===== src/rtl/wts_channel_mixer.sv =====
// Five-channel volume mixer: scales each channel's wave-RAM sample by its volume,
// sums channels A..E per 8-slot frame and emits one saturated sample per frame.
module wts_channel_mixer #(
  parameter int OUT_WIDTH = 11,
  parameter int SHIFT     = 3
) (
  input  logic                 clk,
  input  logic                 reset,
  input  logic [2:0]           active,
  input  logic [7:0]           sample_data,
  input  logic [3:0]           reg_volume_a,
  input  logic [3:0]           reg_volume_b,
  input  logic [3:0]           reg_volume_c,
  input  logic [3:0]           reg_volume_d,
  input  logic [3:0]           reg_volume_e,
  input  logic [4:0]           reg_enable,
  output logic [OUT_WIDTH-1:0] sound_out,
  output logic                 sound_valid
);

  localparam logic signed [14:0] OUT_MAX = 15'((1 << (OUT_WIDTH-1)) - 1);
  localparam logic signed [14:0] OUT_MIN = 15'(-(1 << (OUT_WIDTH-1)));

  logic [2:0]           ch_d1_q;
  logic                 slot_v_q;
  logic signed [11:0]   prod_d, prod_q;
  logic [2:0]           prod_ch_q;
  logic                 prod_v_q;
  logic signed [14:0]   acc_q, acc_d, prod_ext, sum_sh;
  logic                 frame_ok_q;
  logic [OUT_WIDTH-1:0] sound_out_q, sat_d;
  logic                 sound_valid_q;
  logic [3:0]           vol_sel;
  logic                 en_sel;

  // Idle slots 5..7 select no channel, so their product is forced to zero.
  always_comb begin
    vol_sel = '0;
    en_sel  = 1'b0;
    case (ch_d1_q)
      3'd0: begin vol_sel = reg_volume_a; en_sel = reg_enable[0]; end
      3'd1: begin vol_sel = reg_volume_b; en_sel = reg_enable[1]; end
      3'd2: begin vol_sel = reg_volume_c; en_sel = reg_enable[2]; end
      3'd3: begin vol_sel = reg_volume_d; en_sel = reg_enable[3]; end
      3'd4: begin vol_sel = reg_volume_e; en_sel = reg_enable[4]; end
      default: ;
    endcase
  end

  // slot_v_q masks the first cycle after reset: ch_d1_q then holds a reset
  // value, not a real slot, and must not be taken as a ch A product.
  assign prod_d = (slot_v_q && en_sel)
                ? $signed({{4{sample_data[7]}}, sample_data}) * $signed({8'd0, vol_sel})
                : '0;

  assign prod_ext = {{3{prod_q[11]}}, prod_q};
  assign acc_d    = (prod_ch_q == 3'd0) ? prod_ext : acc_q + prod_ext;
  assign sum_sh   = acc_d >>> SHIFT;

  always_comb begin
    if (sum_sh > OUT_MAX)      sat_d = OUT_MAX[OUT_WIDTH-1:0];
    else if (sum_sh < OUT_MIN) sat_d = OUT_MIN[OUT_WIDTH-1:0];
    else                       sat_d = sum_sh[OUT_WIDTH-1:0];
  end

  always_ff @(posedge clk) begin
    if (reset) begin
      ch_d1_q       <= '0;
      slot_v_q      <= 1'b0;
      prod_q        <= '0;
      prod_ch_q     <= '0;
      prod_v_q      <= 1'b0;
      acc_q         <= '0;
      frame_ok_q    <= 1'b0;
      sound_out_q   <= '0;
      sound_valid_q <= 1'b0;
    end else begin
      ch_d1_q       <= active;
      slot_v_q      <= 1'b1;
      prod_q        <= prod_d;
      prod_ch_q     <= ch_d1_q;
      prod_v_q      <= slot_v_q && (ch_d1_q <= 3'd4);
      sound_valid_q <= 1'b0;
      if (prod_v_q) begin
        acc_q <= acc_d;
        if (prod_ch_q == 3'd0) frame_ok_q <= 1'b1;
        if (prod_ch_q == 3'd4 && frame_ok_q) begin
          sound_out_q   <= sat_d;
          sound_valid_q <= 1'b1;
        end
      end
    end
  end

  assign sound_out   = sound_out_q;
  assign sound_valid = sound_valid_q;

endmodule


===== config.mk =====
export PLATFORM = sky130hd
export DESIGN_NAME = wts_channel_mixer
export DESIGN_NICKNAME = d
export VERILOG_FILES = /design/src/rtl/wts_channel_mixer.sv
export SDC_FILE = /design/constraint.sdc
export NUM_CORES = 1
export LEC_CHECK = 0
export CAP_MARGIN = 20
export CORE_MARGIN = 1.5
export CORE_UTILIZATION = 50
export DETAILED_ROUTE_END_ITERATION = 12
export PLACE_DENSITY = 0.76
export SETUP_SLACK_MARGIN = 0.1
export SLEW_MARGIN = 40
export SYNTH_ARGS = -nofsm -noshare
export SYNTH_HDL_FRONTEND = slang
export SYNTH_SLANG_ARGS = --single-unit

===== constraint.sdc =====
create_clock -name clk -period 4.3 [get_ports clk]
set_input_delay 0.645 -clock clk [delete_from_list [all_inputs] [get_ports clk]]
set_output_delay 0.645 -clock clk [all_outputs]
set_load 0.01 [all_outputs]

==> results of run 1 <==
[layer usage]
metal,up-vias,share of wire
li1,1724,-
met1,1638,0.43
met2,69,0.52
met3,16,0.032
met4,0,0.020
met5,-,0
[worst register-to-register path: cells and delay by family, from the launching register on]
| family | cells | cell delay (ps) |
|---|---|---|
| adders and majority gates | 4 | 1510 |
| AOI/OAI and AO/OA | 8 | 1120 |
| and+or+nand+nor | 4 | 560 |
| muxes | 1 | 210 |
| buffers and inverters | 2 | 80 |
| DFF | 1 | 400 |
[registers in the layout, indices dropped and copies added (netlist names)]
| signal | flops |
|---|---|
| acc_q | 15 |
| prod_q | 12 |
| sound_out | 11 |
| ch_d1_q | 3 |
| prod_ch_q | 3 |
| frame_ok_q | 1 |
| prod_v_q | 1 |
| slot_v_q | 1 |
| sound_valid | 1 |
[cell usage after synthesis, drive strengths merged, types with 5 or more instances]
master / n
nand2b: 5
and3: 6
buf: 8
o21ai: 28
o21a: 5
and2: 26
a211oi: 12
ha: 35
a21oi: 19
a311oi: 7
nor2: 48
clkbuf: 7
dfxtp: 48
nand2: 41
fa: 17
xnor2: 10
inv: 47
xor2: 9
nor3: 10
nor2b: 11
nand3: 6
mux2i: 13
a21o: 7
[worst max path at each step]
stage	endpoint	slack (ps)	depth (start not counted)
2_1_floorplan	prod_q[10]	120	19
3_3_place_gp	prod_q[10]	-430	20
3_5_place_dp	prod_q[10]	-630	20
4_1_cts	prod_q[10]	90	20
5_1_grt	prod_q[10]	100	18
6_report	prod_q[10]	240	18
[final cells by class]
type                    instances  area [sq um]
clock buffers                   8          90.1
fillers                       579          2430
inverters                      47           176
multi-input cells             352          2800
flip-flops and latches         48           962
well taps                      99           124
repair buffers                 81           747
[logic make-up (layout without fill, tap and decap cells)]
logic type | after synthesis | after routing
flip-flops | 48 | 48
adder cells (fa/ha/maj) | 52 | 52
XOR/XNOR | 19 | 19
AND/OR/NAND/NOR | 165 | 165
AO/OA/AOI/OAI | 102 | 102
multiplexers | 14 | 14
buffers and inverters | 62 | 136
[per-stage QoR]
step	TNS (ps)	setup WS [ps]	std cells	instance area, sq um
6_report	0	236	635	4900
3_3_place_gp	-1430	-428	623	4570
5_1_grt	0	101	635	4900
2_1_floorplan	0	116	462	3850
4_1_cts	0	94.6	633	4780
3_5_place_dp	-2100	-627	623	4570
[report_power, final]
group	leakage, nW	total, mW	internal (mW)	switching, mW
combinational	1.76	0.651	0.319	0.332
sequential	0.392	0.486	0.468	0.0184
clock	0.0455	0.271	0.131	0.140
[repair_timing]
action | in CTS | in global routing
setup endpoints to repair | 4 | 4
buffers inserted | 2 | 1
pin swaps | 24 | 22
resized for setup | 22 | 25
==> results_dict.tcl, run 1 <==
set metrics [dict create \
    met2_usage 0.398 \
    p_total_mw 1.41 \
    reg2reg_depth 19 \
    clock-sinks 48 \
    fin_crit_sh 0.945 \
    crit_fanout 4 \
    ir_worst_vdd_mv 0.133 \
    fmax_ghz 0.246 \
    drt_wl_total_um 8760 \
    r2r_end "prod_q[10]" \
    synth_edf_count 0 \
    holdPathStages 2 \
    htree_num_levels 2 \
    slew_headroom 0.481 \
    ys_warn_count 0 \
    ioPinCount 50 \
    cp_cell_sequence "clkdlybuf4s50_1 > a21oi_2 > o22ai_2 > and2_4 > ha_4 > inv_2 > fa_1 > fa_1 > inv_2 > ha_4 > nor2b_4 > o21ai_2 > a21oi_2 > o21ai_2 > a21boi_2 > o21a_1 > o21a_1 > nor3_2" \
    rsz0062_at_grt "false" \
    utilization 0.668 \
    grt_busiest_layer "met2" \
    worst_slew_pin_slew_ps 778 \
    final_common_cell "nor2_1" \
    diodes 0 \
    cts_root_buffer "clkbuf_8" \
    crit_path_start "reg_volume_c[2]" \
    port_buffers 49 \
    synth-xor-area-share 0.0433 \
    vias 3447 \
    setup_viol 0 \
    drc 0 \
    cts_tree "yes" \
    gr-total-overflow 0 \
    min_from "sound_out[7]" \
    die_h_um 90.7 \
    hold_end "sound_out[7]" \
    core_area_sq_um 7330 \
    layout.nets 625 \
    syn_area_sq_um 3850 \
    start_util 0.525 \
    regToRegStartpoint "ch_d1_q[2]" \
    syn_nets 552 \
    min_period_ps 4060 \
    drive_gt1_frac 0.160 \
    numCtsBuffers 5 \
    status "finished clean" \
    drv_cap 0 \
    synth-simple-area-share 0.209 \
    via_per_inst 5.43 \
    grtUsageTotal 0.216 \
    insertion_delay_ps 300 \
    skew_ps 3.32 \
    cts.path.max_buffers 2 \
    hpwl_um 6600 \
    worst_setup_path_start_kind "primary input" \
    endpoint_kind "register" \
    synth_fa_ha_area_frac 0.202 \
    async_reset_ff_frac 0 \
    ys_types 55 \
    die_x_um 90.7 \
    areaGrowthSynthToFinish_pct 27.3 \
    grtUsageMet3 0.0295 \
    postRouteAntennaNets 0 \
    syn_inst 462 \
    slowest_delay_ps 530 \
    grt_antenna_before_repair 0 \
    crit_slowest_cell "fa_1" \
    clkTransAtPathRegs_ps 80 \
    critPathKind "in2reg" \
    reg2reg_setup_slack_ps 360 \
    final_max_slew_viol_count 0 \
    cp.arrival_ps 4300 \
    crit_required_ps 4530 \
    synth_top_family_by_area "simple AND/OR/NAND/NOR gates" \
    cts_hold_buf 0 \
    synth_ff_type "dfxtp_1" \
    synth_top_area_share 0.250 \
    synth.avg_cell_area_sq_um 8.33 \
    whs_ps 450 \
    cp_top_family "adder cells" \
    power.density_nw_per_um2 288 \
    grtUsageMet1 0.254 \
    seq_area_frac_synth 0.250 \
    most-common-layout-cells "48 x nor2_1, 47 x dfxtp_1, 43 x clkdlybuf4s50_1" \
    grt_max_degree 32 \
    dr.pass1.iters 4 \
    ys_ff_latch 48 \
    leakage_nw 2.20 \
    grt_pass1_wl_um 14800 \
    wire_per_inst_um 13.8 \
    synth_area_leaders "dfxtp_1 25%, ha_1 11%, fa_1 8.8%" \
    gp_congestion 0.907 \
    synth_compound_area_frac 0.185 \
    row_count 31 \
    synth_top_cell_by_area "dfxtp_1" \
    drt-initial-drc-count 138 \
    hold_class "reg2reg" \
    grt_pass1_vias 3301 \
    finalHoldViolCount 0 \
    die-area_sq_um 8230 \
    critPathBufInv 3 \
    muxShareOfSynthArea 0.0397 \
]
Power figures use the tool's default switching activity.
==> run 2, diff against run 1 <==
- CORE_MARGIN: 1.5 -> 2
==> results_dict.tcl, run 2 (synthesized netlist as in run 1, its figures left out) <==
set metrics [dict create \
    grtUsageMet1 0.265 \
    r2r_end "prod_q[10]" \
    vias 3366 \
    critPathKind "in2reg" \
    largest_reg_flops 15 \
    cts_hold_buf 0 \
    final_max_slew_viol_count 0 \
    crit_required_ps 4530 \
    diodes 0 \
    htree_num_levels 2 \
    cp_cell_sequence "clkdlybuf4s50_1 > a21oi_1 > o22ai_2 > and2_4 > ha_4 > inv_1 > fa_1 > fa_1 > inv_2 > ha_4 > nor2b_4 > o21ai_2 > a21oi_2 > o21ai_2 > a21boi_2 > o21a_1 > o21a_1 > nor3_2" \
    final_common_cell "nor2_1" \
    core_area_sq_um 7370 \
    rsz0062_at_grt "true" \
    crit_fanout 8 \
    cts.path.max_buffers 2 \
    fin_area_sq_um 4860 \
    regToRegStartpoint "ch_d1_q[2]" \
    slowest_delay_ps 540 \
    hold_class "reg2reg" \
    areaGrowthSynthToFinish_pct 26.4 \
    endpoint_kind "register" \
    die_x_um 91.7 \
    fmax_ghz 0.241 \
    whs_ps 447 \
    top_register "acc_q" \
    drive_gt1_frac 0.151 \
    grtUsageMet3 0.0181 \
    grt_pass1_wl_um 15100 \
    port_buffers 49 \
    finalHoldViolCount 0 \
    wire_per_inst_um 14.5 \
    skew_ps 3.54 \
    grt_pass1_vias 3388 \
    grt_antenna_before_repair 0 \
    stdcell_count 628 \
    fin_crit_sh 0.964 \
    dpl_worst_slack_ps -713 \
    row_count 31 \
    hpwl_um 6600 \
    start_util 0.522 \
    insertion_delay_ps 300 \
    setup_viol 0 \
    ioPinCount 50 \
    ir_worst_vdd_mv 0.122 \
    gp_congestion 0.860 \
    cp.arrival_ps 4380 \
    slew_headroom 0.479 \
    setup_slack_ps 154 \
    clock-sinks 48 \
    utilization 0.660 \
    fillerInstances 612 \
    grt_max_degree 32 \
    worst_setup_path_start_kind "primary input" \
    drt-initial-drc-count 89 \
    numCtsBuffers 5 \
    worst_slew_pin_slew_ps 781 \
    dr.pass1.iters 4 \
    drc 0 \
    crit_end "prod_q[10]" \
    via_per_inst 5.36 \
    cts_tree "yes" \
    die_h_um 91.7 \
    drt_wl_total_um 9080 \
    grt_busiest_layer "met2" \
    grtUsageTotal 0.213 \
    reg2reg_depth 19 \
    crit_slowest_cell "fa_1" \
    die-area_sq_um 8410 \
    layout.nets 618 \
    tns_ps 0 \
    crit_path_start "reg_volume_c[3]" \
    dpl_cell_area_sq_um 4490 \
    min_period_ps 4150 \
    gr-total-overflow 0 \
    placed_cells 612 \
    clkTransAtPathRegs_ps 90 \
    p_total_mw 1.42 \
    leakage_nw 2.17 \
    met2_usage 0.401 \
    reg2reg_setup_slack_ps 210 \
    postRouteAntennaNets 0 \
    status "finished clean" \
    most-common-layout-cells "48 x nor2_1, 47 x dfxtp_1, 44 x inv_1" \
    drv_cap 0 \
    power.density_nw_per_um2 293 \
    cts_root_buffer "clkbuf_8" \
]
run 2: changes by cell type in the layout (fill, tap and decap cells not counted), sizes merged:
cell	previous run	this run
dlygate4sd2	0	4
dlymetal6s2s	6	4
clkdlybuf4s50	43	41
clkbuf	8	6
buf	32	25
clkinvlp	0	2
run 2: final cells by class:
cell class | instances | area [sq um] | share of cell area
clock inverter | 2 | 15.0 | 0.00309
multi-input combinational | 352 | 2820 | 0.580
timing repair buffer | 74 | 681 | 0.140
inverter | 47 | 176 | 0.0363
clock buffer | 6 | 82.6 | 0.0170
tap | 99 | 124 | 0.0255
sequential | 48 | 962 | 0.198
run 2: what timing repair did:
action                                  CTS  global route
cloned                                    0             0
setup buffers                             4             4
gates resized for setup                  23            26
pin swaps                                21            26
endpoints found under the setup margin    4             4
run 2: where the power goes:
part	internal (mW)	total, mW	switching, mW
Clock	0.130	0.282	0.151
Combinational	0.313	0.650	0.337
Sequential	0.468	0.491	0.0234
Total	0.911	1.42	0.511
run 2: per-layer routing:
layer  vias to the layer above  share of wire
met1                      1582           0.43
met2                        61           0.53
met3                         9          0.025
met4                         0          0.013
met5                         -              0
li1                       1714              -
run 2: how the worst min path moves through the flow:
stage | startpoint | end | slack [ps] | cells after the start
6_report | sound_out[1] | sound_out[1] | 450 | 2
5_1_grt | sound_out[1] | sound_out[1] | 470 | 2
4_1_cts | sound_out[1] | sound_out[1] | 450 | 2
3_5_place_dp | sound_out[1] | sound_out[1] | 440 | 2
3_3_place_gp | sound_out[1] | sound_out[1] | 440 | 2
2_1_floorplan | frame_ok_q | frame_ok_q | 450 | 2
run 2: critical path: cells and delay by family:
kind | cells | cell delay (ps)
adder cells (fa/ha/maj) | 4 | 1410
AO/OA/AOI/OAI | 8 | 1250
buffers and inverters | 3 | 570
AND/OR/NAND/NOR | 3 | 490
